--- src/rtl/snow_add_if.sv ---
// snow_add_if: requester operand/response bus plus external adder hookup for snow_add_arbiter
interface snow_add_if #(
  parameter int NUM_REQ = 4,
  parameter int ID_W = 2
);
  logic [NUM_REQ-1:0] req_valid;
  logic [NUM_REQ-1:0] req_ready;
  logic [NUM_REQ*32-1:0] req_a;
  logic [NUM_REQ*32-1:0] req_b;
  logic [31:0] add_a;
  logic [31:0] add_b;
  logic [31:0] add_sum;
  logic [NUM_REQ-1:0] rsp_valid;
  logic [ID_W-1:0] rsp_id;
  logic [31:0] rsp_data;
  modport master (
    output req_valid, req_a, req_b, add_sum,
    input req_ready, add_a, add_b, rsp_valid, rsp_id, rsp_data
  );
  modport slave (
    input req_valid, req_a, req_b, add_sum,
    output req_ready, add_a, add_b, rsp_valid, rsp_id, rsp_data
  );
endinterface

--- src/rtl/snow_add_arbiter.sv ---
// snow_add_arbiter: round-robin sharing of one external pipelined 32-bit adder,
// with a tag pipeline routing each sum back to its issuing requester.
module snow_add_arbiter #(
  parameter int NUM_REQ = 4,
  parameter int ID_W = 2,
  parameter int ADD_LAT = 3,
  parameter int MAX_OUT = 2
) (
  input logic clk,
  input logic rst_n,
  input logic enable,
  snow_add_if.slave bus,
  output logic busy
);
  localparam int CW = 2;
  logic [ID_W-1:0] ptr_q, ptr_d, g;
  logic gnt;
  logic [NUM_REQ-1:0] elig, inc, dec;
  logic [CW-1:0] cnt_q [NUM_REQ];
  logic [CW-1:0] cnt_d [NUM_REQ];
  logic [ADD_LAT-1:0] tv_q;
  logic [ID_W-1:0] tid_q [ADD_LAT];
  logic [NUM_REQ-1:0] rsp_valid_q;
  logic [ID_W-1:0] rsp_id_q;
  logic [31:0] rsp_data_q;
  // scan downward so the lowest offset from ptr wins
  always_comb begin
    elig = '0;
    gnt = 1'b0;
    g = '0;
    for (int i = 0; i < NUM_REQ; i++)
      elig[i] = enable && bus.req_valid[i] && (cnt_q[i] < CW'(MAX_OUT));
    for (int k = NUM_REQ - 1; k >= 0; k--) begin
      if (elig[(int'(ptr_q) + k) % NUM_REQ]) begin
        gnt = 1'b1;
        g = ID_W'((int'(ptr_q) + k) % NUM_REQ);
      end
    end
  end
  assign ptr_d = !gnt ? ptr_q : (g == ID_W'(NUM_REQ - 1)) ? '0 : g + 1'b1;
  assign bus.req_ready = gnt ? NUM_REQ'(1) << g : '0;
  assign bus.add_a = gnt ? bus.req_a[32*g +: 32] : '0;
  assign bus.add_b = gnt ? bus.req_b[32*g +: 32] : '0;
  always_comb begin
    inc = '0;
    dec = '0;
    for (int i = 0; i < NUM_REQ; i++) begin
      inc[i] = gnt && (g == ID_W'(i));
      dec[i] = tv_q[ADD_LAT-1] && (tid_q[ADD_LAT-1] == ID_W'(i));
      cnt_d[i] = cnt_q[i] + CW'(inc[i]) - CW'(dec[i]);
    end
  end
  always_ff @(posedge clk) begin
    if (!rst_n) begin
      ptr_q <= '0;
      tv_q <= '0;
      rsp_valid_q <= '0;
      rsp_id_q <= '0;
      rsp_data_q <= '0;
      for (int i = 0; i < NUM_REQ; i++) cnt_q[i] <= '0;
    end else begin
      ptr_q <= ptr_d;
      tv_q[0] <= gnt;
      for (int k = 1; k < ADD_LAT; k++) tv_q[k] <= tv_q[k-1];
      rsp_valid_q <= tv_q[ADD_LAT-1] ? NUM_REQ'(1) << tid_q[ADD_LAT-1] : '0;
      if (tv_q[ADD_LAT-1]) begin
        rsp_id_q <= tid_q[ADD_LAT-1];
        rsp_data_q <= bus.add_sum;
      end
      for (int i = 0; i < NUM_REQ; i++) cnt_q[i] <= cnt_d[i];
    end
  end
  // ids only matter alongside a valid bit, so they need no reset
  always_ff @(posedge clk) begin
    tid_q[0] <= g;
    for (int k = 1; k < ADD_LAT; k++) tid_q[k] <= tid_q[k-1];
  end
  for (genvar i = 0; i < NUM_REQ; i++) begin : g_chk
    a_cnt_max: assert property (@(posedge clk) disable iff (!rst_n) cnt_q[i] <= CW'(MAX_OUT));
    a_cnt_under: assert property (@(posedge clk) disable iff (!rst_n) !(cnt_q[i] == '0 && dec[i] && !inc[i]));
  end
  assign bus.rsp_valid = rsp_valid_q;
  assign bus.rsp_id = rsp_id_q;
  assign bus.rsp_data = rsp_data_q;
  assign busy = (|tv_q) || (|rsp_valid_q);
endmodule
--- src/flat_wrapper.sv ---
// flat-port wrapper written by rule: the top's interface ports become plain ports
module snow_add_arbiter_flat 
#(
  parameter int NUM_REQ = 4,
  parameter int ID_W = 2,
  parameter int ADD_LAT = 3,
  parameter int MAX_OUT = 2
)
  (clk, rst_n, enable, busy, bus_req_valid, bus_req_a, bus_req_b, bus_add_sum, bus_req_ready, bus_add_a, bus_add_b, bus_rsp_valid, bus_rsp_id, bus_rsp_data);
  snow_add_if #(.NUM_REQ(NUM_REQ), .ID_W(ID_W)) bus_i ();
  input logic clk;
  input logic rst_n;
  input logic enable;
  output logic busy;
  input wire logic [$bits(bus_i.req_valid)-1:0] bus_req_valid;
  input wire logic [$bits(bus_i.req_a)-1:0] bus_req_a;
  input wire logic [$bits(bus_i.req_b)-1:0] bus_req_b;
  input wire logic [$bits(bus_i.add_sum)-1:0] bus_add_sum;
  output wire logic [$bits(bus_i.req_ready)-1:0] bus_req_ready;
  output wire logic [$bits(bus_i.add_a)-1:0] bus_add_a;
  output wire logic [$bits(bus_i.add_b)-1:0] bus_add_b;
  output wire logic [$bits(bus_i.rsp_valid)-1:0] bus_rsp_valid;
  output wire logic [$bits(bus_i.rsp_id)-1:0] bus_rsp_id;
  output wire logic [$bits(bus_i.rsp_data)-1:0] bus_rsp_data;
  assign bus_i.req_valid = bus_req_valid;
  assign bus_i.req_a = bus_req_a;
  assign bus_i.req_b = bus_req_b;
  assign bus_i.add_sum = bus_add_sum;
  assign bus_req_ready = bus_i.req_ready;
  assign bus_add_a = bus_i.add_a;
  assign bus_add_b = bus_i.add_b;
  assign bus_rsp_valid = bus_i.rsp_valid;
  assign bus_rsp_id = bus_i.rsp_id;
  assign bus_rsp_data = bus_i.rsp_data;
  snow_add_arbiter #(.NUM_REQ(NUM_REQ), .ID_W(ID_W), .ADD_LAT(ADD_LAT), .MAX_OUT(MAX_OUT)) u_core (.clk(clk), .rst_n(rst_n), .enable(enable), .bus(bus_i), .busy(busy));
endmodule
--- config.mk ---
export PLATFORM = sky130hd
export DESIGN_NAME = snow_add_arbiter_flat
export DESIGN_NICKNAME = d
export VERILOG_FILES = /design/src/rtl/snow_add_if.sv /design/src/rtl/snow_add_arbiter.sv /design/src/flat_wrapper.sv
export SDC_FILE = /design/constraint.sdc
export NUM_CORES = 1
export LEC_CHECK = 0
export ABC_AREA = 0
export ABC_CLOCK_PERIOD_IN_PS = 3450
export BUFFER_PORTS_ARGS = -buffer_cell sky130_fd_sc_hd__clkbuf_2
export CAP_MARGIN = 25
export CELL_PAD_IN_SITES_DETAIL_PLACEMENT = 0
export CELL_PAD_IN_SITES_GLOBAL_PLACEMENT = 1
export CORE_AREA = 2 2 155 157
export DETAILED_ROUTE_END_ITERATION = 10
export DIE_AREA = 0 0 157 159
export PLACE_DENSITY_LB_ADDON = 0.1
export SETUP_SLACK_MARGIN = 0.2
export SLEW_MARGIN = 0
export SYNTH_ARGS = -nofsm -noshare
export SYNTH_HDL_FRONTEND = slang
export SYNTH_SLANG_ARGS = --single-unit
--- constraint.sdc ---
create_clock -name clk -period 3.45 [get_ports clk]
set_input_delay 0.69 -clock clk [delete_from_list [all_inputs] [get_ports clk]]
set_output_delay 0.69 -clock clk [all_outputs]
set_load 0.1 [all_outputs]
==> results of run 1 <==
metal layers:
| layer | track usage [%] | vias to the layer above | share of wire, % |
|---|---|---|---|
| met5 | 0 | - | 0 |
| met4 | 3.71 | 0 | 1.5 |
| met3 | 6.29 | 12 | 9.2 |
| met2 | 30.4 | 206 | 53 |
| met1 | 16.8 | 2150 | 36 |
| li1 | - | 2406 | - |
where the power goes:
group | leakage, nW | internal [mW] | switching (mW)
logic | 3.64 | 0.952 | 1.72
clock network | 0.139 | 0.560 | 0.306
registers | 0.464 | 0.695 | 0.0207
total | 4.25 | 2.21 | 2.04
final cells by class:
| cell class | instances | area [sq um] |
|---|---|---|
| diodes | 1 | 2.50 |
| well taps | 319 | 399 |
| repair buffers | 416 | 3210 |
| fillers | 2427 | 15200 |
| multi-input cells | 336 | 2930 |
| clock inverters | 6 | 67.6 |
| clock buffers | 10 | 229 |
| flip-flops and latches | 57 | 1140 |
| inverters | 11 | 48.8 |
cells by family (layout without fill, tap and decap cells):
group	count (synthesis)	in the layout	synth area share, %
buffers and inverters	48	443	8.94
muxes	162	162	37.9
DFF	57	57	26.7
and+or+nand+nor	83	83	11.1
other	0	1	0
xor gates and xnor gates	8	8	1.64
AOI/OAI and AO/OA	74	74	11.1
adders and majority gates	9	9	2.63
repair_timing:
item	in CTS	in global routing
endpoints found under the setup margin	21	23
buffers inserted	0	0
gates resized for setup	2	8
cloned	0	0
cell usage in the layout, fill, tap and decap left out, drive strengths merged, types with 4 or more instances in the layout:
cell type / instances
clkbuf: 343
mux2i: 162
buf: 83
o22ai: 65
dfxtp: 57
nor2b: 38
nor2: 15
and2: 13
inv: 12
ha: 9
xnor2: 8
nand2: 8
nand2b: 4
cells in the mapped netlist (2+ instances only):
library cell and count:
a21boi_0 2, clkbuf_1 8, o22ai_1 64, and2_1 13, nor2_1 14, clkbuf_4 4, nor2b_1 38, mux2i_1 162
buf_12 8, a311oi_1 2, ha_1 9, o21ai_0 2, inv_1 9, buf_2 11, nand2_1 7, nand2b_1 4
buf_8 2, buf_6 2, xnor2_1 8, dfxtp_1 57
registers in the layout (all words and copies together) (netlist names):
name and count:
u_core.bus.rsp_data 32, u_core.cnt_q 8, u_core.tid_q 6, u_core.bus.rsp_valid 4
u_core.tv_q 3, u_core.bus.rsp_id 2, u_core.ptr_q 2
metrics by stage:
step           utilization (%)  cells  total power, mW
6_report                  34.6   1156             4.25
5_1_grt                   34.6   1156             4.43
4_1_cts                   34.5   1155             4.30
3_5_place_dp              33.1   1139             3.40
3_3_place_gp              33.1   1139             3.39
2_1_floorplan                -    441             2.45
critical path: stages:
cell and delay (ns):
clkbuf_2 0.09, nor3b_2 0.24, nor2_1 0.08, o22ai_2 0.20, nor2_4 0.08, inv_8 0.14
buf_12 0.25, mux2i_2 0.31, o22ai_1 0.16, buf_12 0.21
worst max path at each step:
stage | to | cells past startpoint
after global placement | bus_add_b[1] | 10
after global routing | bus_add_b[28] | 10
final | bus_add_b[28] | 10
after floorplan | bus_add_a[16] | 9
after CTS | bus_add_b[28] | 10
after detailed placement | bus_add_a[12] | 11
==> results.json, run 1 <==
{
  "status": "completed",
  "placed_cell_area_sq_um": 7690,
  "p_per_area_nw_per_um2": 530,
  "wl_mm": 20.9,
  "syn2layout_area_growth_pct": 87.5,
  "worstSetupStartpointType": "input pin",
  "min_period_ns": 3.17,
  "antenna_found_initial": 1,
  "max_freq_mhz": 316,
  "gr-total-overflow": 0,
  "viasPerCell": 4.13,
  "min_path_type": "reg2reg",
  "die_y_microns": 159,
  "r2r_start": "u_core.cnt_q[1][1]",
  "synthArstFlopShare_pct": 0,
  "ios": 402,
  "synth_seq_cells": 57,
  "clockBufferDepth": 2,
  "htreeDepth": 3,
  "reg2reg_to": "u_core.cnt_q[3][1]",
  "hold_end": "u_core.tid_q[0][4]",
  "setup_viol": 0,
  "wire_per_inst_microns": 18.1,
  "rsz0062_at_grt": "true",
  "route.vias.total": 4774,
  "yosys_warnings": 0,
  "relSlewSlack_pct": 47.3,
  "hp-start": "u_core.tid_q[0][2]",
  "final_cell_area_sq_um": 8030,
  "cts_buffers": 9,
  "initial_core_util_pct": 18.5,
  "synth.distinct_cells": 35,
  "path_clk_slew_ns": 0.05,
  "grt_max_degree": 50,
  "grt_usage_pct": 16.2,
  "drt_first_pass_iters": 4,
  "cp.required_ns": 2.76,
  "worst_slew_pin_slew_ns": 0.791,
  "synth.net_count": 745,
  "globalplace.congestion": 0.931,
  "core_area_sq_um": 23200,
  "synthCells": 441,
  "critPathLaunch": "bus_req_valid[0]",
  "grt_pass1_vias": 5131,
  "syn_area_sq_um": 4280,
  "yosys-top-cells-area": "mux2i_1 (38%), dfxtp_1 (27%), o22ai_1 (9.4%)",
  "fin_ws_ns": 0.283,
  "synth_edf_count": 0,
  "worstSetupPathType": "in2out",
  "setup_tns_ns": 0,
  "crit_fanout": 30,
  "end_kind": "primary output",
  "place_ws_ns": 0.167,
  "syn_area_per_cell_sq_um": 9.71,
  "synth_ff_type": "dfxtp_1",
  "max-cap-violations": 0,
  "yosysTopAreaCellShare_pct": 37.9,
  "nets": 1135,
  "clockRootBuffer": "clkbuf_16",
  "antenna_left": 0,
  "drive_gt1_share_pct": 55.5,
  "rr_worst_depth": 13,
  "postCtsHoldBufs": 0,
  "drv_slew": 0,
  "min_path_cells": 0,
  "drc": 0,
  "drt_iter0_drc": 143,
  "r2r_slack_ns": 0.81,
  "cts.sinks": 57,
  "finClkSkew_ns": 0.00770,
  "port_buffers": 401,
  "vdd_ir_drop_max_mv": 0.270,
  "p_leak_nw": 4.25,
  "hold_slack_ns": 0.326,
  "critPathArrivalTime_ns": 2.48,
  "hold_violations": 0,
  "grt_pass1_wl_mm": 30.5,
  "finalCritPeriodShare_pct": 91.8,
  "ys_seq_area_share_pct": 26.7,
  "die-width_microns": 157,
  "yosysTopAreaCell": "mux2i_1",
  "clock_latency_ns": 0.32,
  "placementRows": 56,
  "die_area_sq_um": 25000,
  "cts_tree": "done",
  "dpl.hpwl_mm": 17.9
}
(Power assumes the default switching activity.)
==> inputs of run 2 (changes only) <==
--- a/config.mk
+++ b/config.mk
@@ -14,2 +14,3 @@
 export CORE_AREA = 2 2 155 157
+export CTS_CLUSTER_DIAMETER = 30
 export DETAILED_ROUTE_END_ITERATION = 10
@@ -18,3 +19,2 @@
 export SETUP_SLACK_MARGIN = 0.2
-export SLEW_MARGIN = 0
 export SYNTH_ARGS = -nofsm -noshare
==> constraint.sdc (replaced) <==
create_clock -name clk -period 3.45 [get_ports clk]
set_input_delay 0 -clock clk [delete_from_list [all_inputs] [get_ports clk]]
set_output_delay 0 -clock clk [all_outputs]
set_load 0.1 [all_outputs]
==> run 2 against run 1 <==
Against the previous run:
- core utilization is 0.065 points higher
- design area is 0.19% higher
- setup slack better by 0.34 ns
- via count is 2.8% higher
- first-iteration DRC count is 13% lower
- critical endpoint is now bus_add_b[19]
- largest cell class unchanged
- largest power group unchanged
==> results.json, run 2 (synthesis results as in run 1) <==
{
  "wire_per_inst_microns": 17.5,
  "seq_power_share_pct": 17.0,
  "setup_tns_ns": 0,
  "grt_usage_pct": 16.1,
  "hold_end": "u_core.tid_q[0][0]",
  "power_frac_clock_pct": 21.1,
  "syn2layout_area_growth_pct": 87.8,
  "combPwrFrac_pct": 61.9,
  "die_area_sq_um": 25000,
  "cts.sinks": 57,
  "cp_slowest_cell": "buf_4",
  "final_cell_area_sq_um": 8040,
  "hold_violations": 0,
  "vdd_ir_drop_max_mv": 0.224,
  "antenna_left": 0,
  "r2r_start": "u_core.cnt_q[1][1]",
  "die-width_microns": 157,
  "drt_iter0_drc": 125,
  "wl_mm": 20.8,
  "viasPerCell": 4.14,
  "clockRootBuffer": "clkbuf_16",
  "worstSetupPathType": "reg2out",
  "placed_cell_area_sq_um": 7410,
  "post_cts_resized": 0,
  "p_sw_share_pct": 47.8,
  "grt_pass1_vias": 5276,
  "p_per_area_nw_per_um2": 523,
  "initial_core_util_pct": 18.5,
  "clock_latency_ns": 0.32,
  "cts_buffers": 9,
  "end_kind": "primary output",
  "min_path_cells": 3,
  "reg2reg_to": "u_core.cnt_q[3][1]",
  "p_leak_nw": 4.29,
  "status": "completed",
  "max_freq_mhz": 353,
  "finalCritPeriodShare_pct": 82.0,
  "nets": 1162,
  "worst_slew_pin_slew_ns": 0.809,
  "fillCellCount": 2404,
  "final_common_cell": "clkbuf_2",
  "setup_viol": 0,
  "final_cell_mix": "clkbuf_2 (336), mux2i_1 (162), buf_12 (65)",
  "min_period_ns": 2.83,
  "rr_worst_depth": 12,
  "drc": 0,
  "hp-start": "enable",
  "grt_pass1_wl_mm": 30.5,
  "gr-total-overflow": 0,
  "slowest_delay_ns": 0.54,
  "port_buffers": 401,
  "htreeDepth": 3,
  "p_sw_mw": 2.01,
  "drive_gt1_share_pct": 50.6,
  "finClkSkew_ns": 0.00301,
  "worstSetupStartpointType": "flip-flop",
  "antenna_found_initial": 6,
  "cp.required_ns": 3.45,
  "max-cap-violations": 0,
  "ios": 402,
  "rsz0062_at_grt": "false",
  "placementRows": 56,
  "path_clk_slew_ns": 0.05,
  "relSlewSlack_pct": 46.1,
  "drt_first_pass_iters": 5,
  "crit_chain": "nor3b_2 > nor2_1 > o22ai_2 > nor2_4 > inv_6 > buf_4 > mux2i_1 > o22ai_1 > buf_12",
  "grt_max_degree": 65,
  "drv_slew": 0,
  "p_int_mw": 2.19,
  "critPathArrivalTime_ns": 2.83,
  "die_y_microns": 159,
  "core_area_sq_um": 23200,
  "r2r_slack_ns": 1.04,
  "dpl.hpwl_mm": 17.6,
  "cts_tree": "done",
  "clockBufferDepth": 2,
  "largest_register_ffs": 32,
  "min_path_type": "in2reg",
  "crit_fanout": 37,
  "globalplace.congestion": 0.882,
  "route.vias.total": 4908
}
==> run 2: changes by cell type in the layout (fill, tap and decap cells not counted), moves of 3 or more <==
cell / change
dlygate4sd3_1: +32
o22ai_2: -22
clkbuf_2: +3
buf_4: +3
buf_12: -6
o22ai_1: +23
buf_6: -4
==> run 2: worst max-delay path by stage <==
stage                       start                 end  slack (ns)
2_1_floorplan  u_core.cnt_q[0][1]  u_core.cnt_q[3][1]        0.34
3_3_place_gp      u_core.ptr_q[0]       bus_add_b[18]        0.99
3_5_place_dp      u_core.ptr_q[0]       bus_add_b[18]        0.96
4_1_cts        u_core.cnt_q[0][1]       bus_add_b[19]        0.57
5_1_grt        u_core.cnt_q[0][1]       bus_add_b[19]        0.40
6_report          u_core.ptr_q[0]       bus_add_b[19]        0.62
==> run 2: worst max-delay path: cells and delay by family (launching register included) <==
family / cells / cell delay (ns)
buf+inv: 3 / 1.07
simple gates: 3 / 0.42
compound gates: 2 / 0.49
mux: 1 / 0.16
flops: 1 / 0.33
==> run 2: through the flow <==
step           std cells  total power [mW]  worst slack [ns]  hold WS, ns  util, %
6_report            1185              4.20             0.620        0.124     34.7
3_5_place_dp        1134              3.32             0.960        0.268     31.9
4_1_cts             1182              4.27             0.567        0.105     34.6
2_1_floorplan        441              2.40             0.339        0.170        -
5_1_grt             1185              4.38             0.400        0.141     34.7
3_3_place_gp        1134              3.31             0.985        0.264     31.9
==> run 2: final cells by class <==
| type | instances | area, sq um | area share, % |
|---|---|---|---|
| antenna | 3 | 7.51 | 0.0933 |
| clock buffer | 11 | 253 | 3.14 |
| clock inverter | 5 | 53.8 | 0.669 |
| inverter | 11 | 46.3 | 0.576 |
| multi-input combinational | 336 | 2760 | 34.3 |
| sequential | 57 | 1140 | 14.2 |
| tap | 319 | 399 | 4.96 |
| timing repair buffer | 443 | 3380 | 42.0 |
==> run 2: power groups by stage <==
stage / Clock [mW] / Combinational (mW) / Sequential [mW]
finish: 0.887 / 2.60 / 0.715
global route: 0.949 / 2.71 / 0.719
CTS: 0.924 / 2.63 / 0.715
detailed placement: 0 / 2.59 / 0.729
global placement: 0 / 2.59 / 0.727
floorplan: 0 / 1.60 / 0.804
==> run 2: what timing repair did <==
item                                   4_1_cts  5_1_grt
buffers inserted                             0        0
endpoints found under the hold margin       32        0
hold buffers                                32        0
==> run 2: per-layer routing <==
layer  up-vias  GRT usage (%)  wire length (microns)
met3        25           5.72                   1780
met4         2           5.50                    381
met1      2220           15.7                   7420
met2       210           30.8                  11200
met5         -              0                     18
li1       2451              -                      -
==> inputs of run 3 (changes only) <==
- ABC_CLOCK_PERIOD_IN_PS: 3450 -> 2700
- clock period: 3.45 -> 2.7 ns (I/O delays scaled with it)
==> run 3 against run 2 <==
Against the previous run:
- combinational power grew 33%
- sequential cell count unchanged
- global-route usage up 0.71 points
- final cell count up 0.34%
- critical path depth shrank 1
- total power grew 31%
- via count grew 1.8%
- sequential share of layout area decreased by 0.48 points
- clock skew rose by 0.0074 ns
- sequential power is 28% higher
- non-clock buffer count increased by 3
- routed wire length is 6.2% higher
==> results.json, run 3 (synthesis results as in run 1) <==
{
  "finalCritPeriodShare_pct": 90.3,
  "clockRootBuffer": "clkbuf_16",
  "cp.required_ns": 2.70,
  "drive_gt1_share_pct": 53.2,
  "end_kind": "primary output",
  "critPathBufInv": 3,
  "vdd_ir_drop_max_mv": 0.324,
  "p_per_area_nw_per_um2": 659,
  "critPathArrivalTime_ns": 2.44,
  "crit_chain": "nor3b_2 > a311oi_1 > o221a_2 > inv_2 > nand2_2 > buf_12 > o22ai_1 > buf_12",
  "nets": 1165,
  "htreeDepth": 3,
  "hold_violations": 0,
  "cts_buffers": 9,
  "clock_latency_ns": 0.32,
  "rr_worst_depth": 14,
  "r2r_start": "u_core.cnt_q[0][1]",
  "wire_per_inst_microns": 18.6,
  "setup_viol": 0,
  "grt_pass1_vias": 5304,
  "drt_first_pass_iters": 4,
  "max_freq_mhz": 410,
  "min_path_type": "in2reg",
  "cp_common_cell": "buf_12",
  "finClkSkew_ns": 0.0104,
  "route.vias.total": 4997,
  "final_common_cell": "clkbuf_2",
  "hold_end": "u_core.tid_q[0][1]",
  "r2r_slack_ns": 0.34,
  "worstSetupPathType": "reg2out",
  "worstSetupStartpointType": "flip-flop",
  "cp_slowest_cell": "dfxtp_2",
  "min_period_ns": 2.44,
  "port_buffers": 401,
  "final_cell_mix": "clkbuf_2 (335), mux2i_1 (160), buf_12 (71)",
  "core_area_sq_um": 23200,
  "reg2reg_to": "u_core.cnt_q[3][1]",
  "crit_fanout": 48,
  "antenna_found_initial": 5,
  "die_y_microns": 159,
  "rsz0062_at_grt": "true",
  "min_path_cells": 3,
  "worst_slew_pin_slew_ns": 0.858,
  "drt_iter0_drc": 159,
  "die_area_sq_um": 25000,
  "wl_mm": 22.1,
  "syn2layout_area_growth_pct": 95.0,
  "grt_usage_pct": 16.8,
  "drc": 0,
  "relSlewSlack_pct": 42.8,
  "power_mw": 5.51,
  "ios": 402,
  "globalplace.congestion": 0.901,
  "path_clk_slew_ns": 0.06,
  "antenna_left": 0,
  "crit_family": "compound AO/OA/AOI/OAI gates",
  "dpl.hpwl_mm": 18.0,
  "viasPerCell": 4.20,
  "largest_register_ffs": 32,
  "die-width_microns": 157,
  "initial_core_util_pct": 18.5,
  "gr-total-overflow": 0,
  "fin_util_pct": 36.0,
  "cts_tree": "done",
  "grt_pass1_wl_mm": 31.3,
  "grt_max_degree": 57,
  "cts.sinks": 57,
  "drv_slew": 0,
  "max-cap-violations": 0,
  "clockBufferDepth": 2,
  "slowest_delay_ns": 0.34,
  "p_leak_nw": 4.40,
  "placementRows": 56,
  "status": "completed",
  "hp-start": "enable"
}
[run 3: changes by cell type in the layout (fill, tap and decap cells not counted), sizes merged]
cell and delta:
inv -1, bufbuf +1, clkinv -1, diode +1, clkbuf +1, buf +2
clkinvlp +1
[run 3: worst reg2reg max path, delay by kind of cell, from the launching register on]
kind / cells / cell delay (ns)
xor+xnor: 2 / 0.25
flops: 1 / 0.36
fa+ha+maj: 2 / 0.43
simple gates: 5 / 0.73
buf+inv: 4 / 0.38
compound gates: 1 / 0.11
[run 3: timing repair]
action                                  CTS  global route
hold endpoints to repair                 32             0
endpoints found under the setup margin   12            56
buffers inserted                          0             3
cloned                                    1             1
hold buffers                             32             0
gates resized for setup                   4             4
[run 3: report_power, final]
group          leakage (nW)  internal (mW)  switching, mW
registers             0.466          0.890         0.0268
clock network         0.149          0.763          0.379
logic                  3.78           1.24           2.20
[run 3: layer usage]
layer	up-vias	global-route usage, %	wire length (microns)
met2	239	30.5	11300
met3	23	6.72	2140
met5	-	0	13
met4	2	5.46	359
li1	2467	-	-
met1	2266	17.4	8230
[run 3: stage by stage]
step | hold slack, ns | std cells | worst slack [ns] | TNS, ns | instance area [sq um]
6_report | 0.141 | 1189 | 0.262 | 0 | 8350
5_1_grt | 0.152 | 1189 | 0.165 | 0 | 8350
4_1_cts | 0.122 | 1181 | 0.202 | 0 | 8250
3_5_place_dp | 0.268 | 1132 | 0.409 | 0 | 7560
3_3_place_gp | 0.263 | 1132 | 0.474 | 0 | 7560
2_1_floorplan | 0.170 | 441 | -0.124 | -6.64 | 4380
[run 3: worst max path at each step]
stage / start / end / cells after the start
floorplan: u_core.ptr_q[0] / bus_add_a[0] / 8
global placement: u_core.cnt_q[1][1] / u_core.cnt_q[3][1] / 12
detailed placement: u_core.cnt_q[2][1] / u_core.cnt_q[2][1] / 11
CTS: u_core.ptr_q[0] / bus_add_b[6] / 9
global route: u_core.ptr_q[0] / bus_add_a[17] / 8
finish: u_core.ptr_q[0] / bus_add_b[18] / 8
[run 3: layout make-up]
class	count	area, sq um
inverter	11	53.8
sequential	57	1150
multi-input combinational	336	2870
tap	319	399
clock inverter	4	51.3
antenna	4	10.0
timing repair buffer	446	3560
clock buffer	12	256
fill	2372	14800
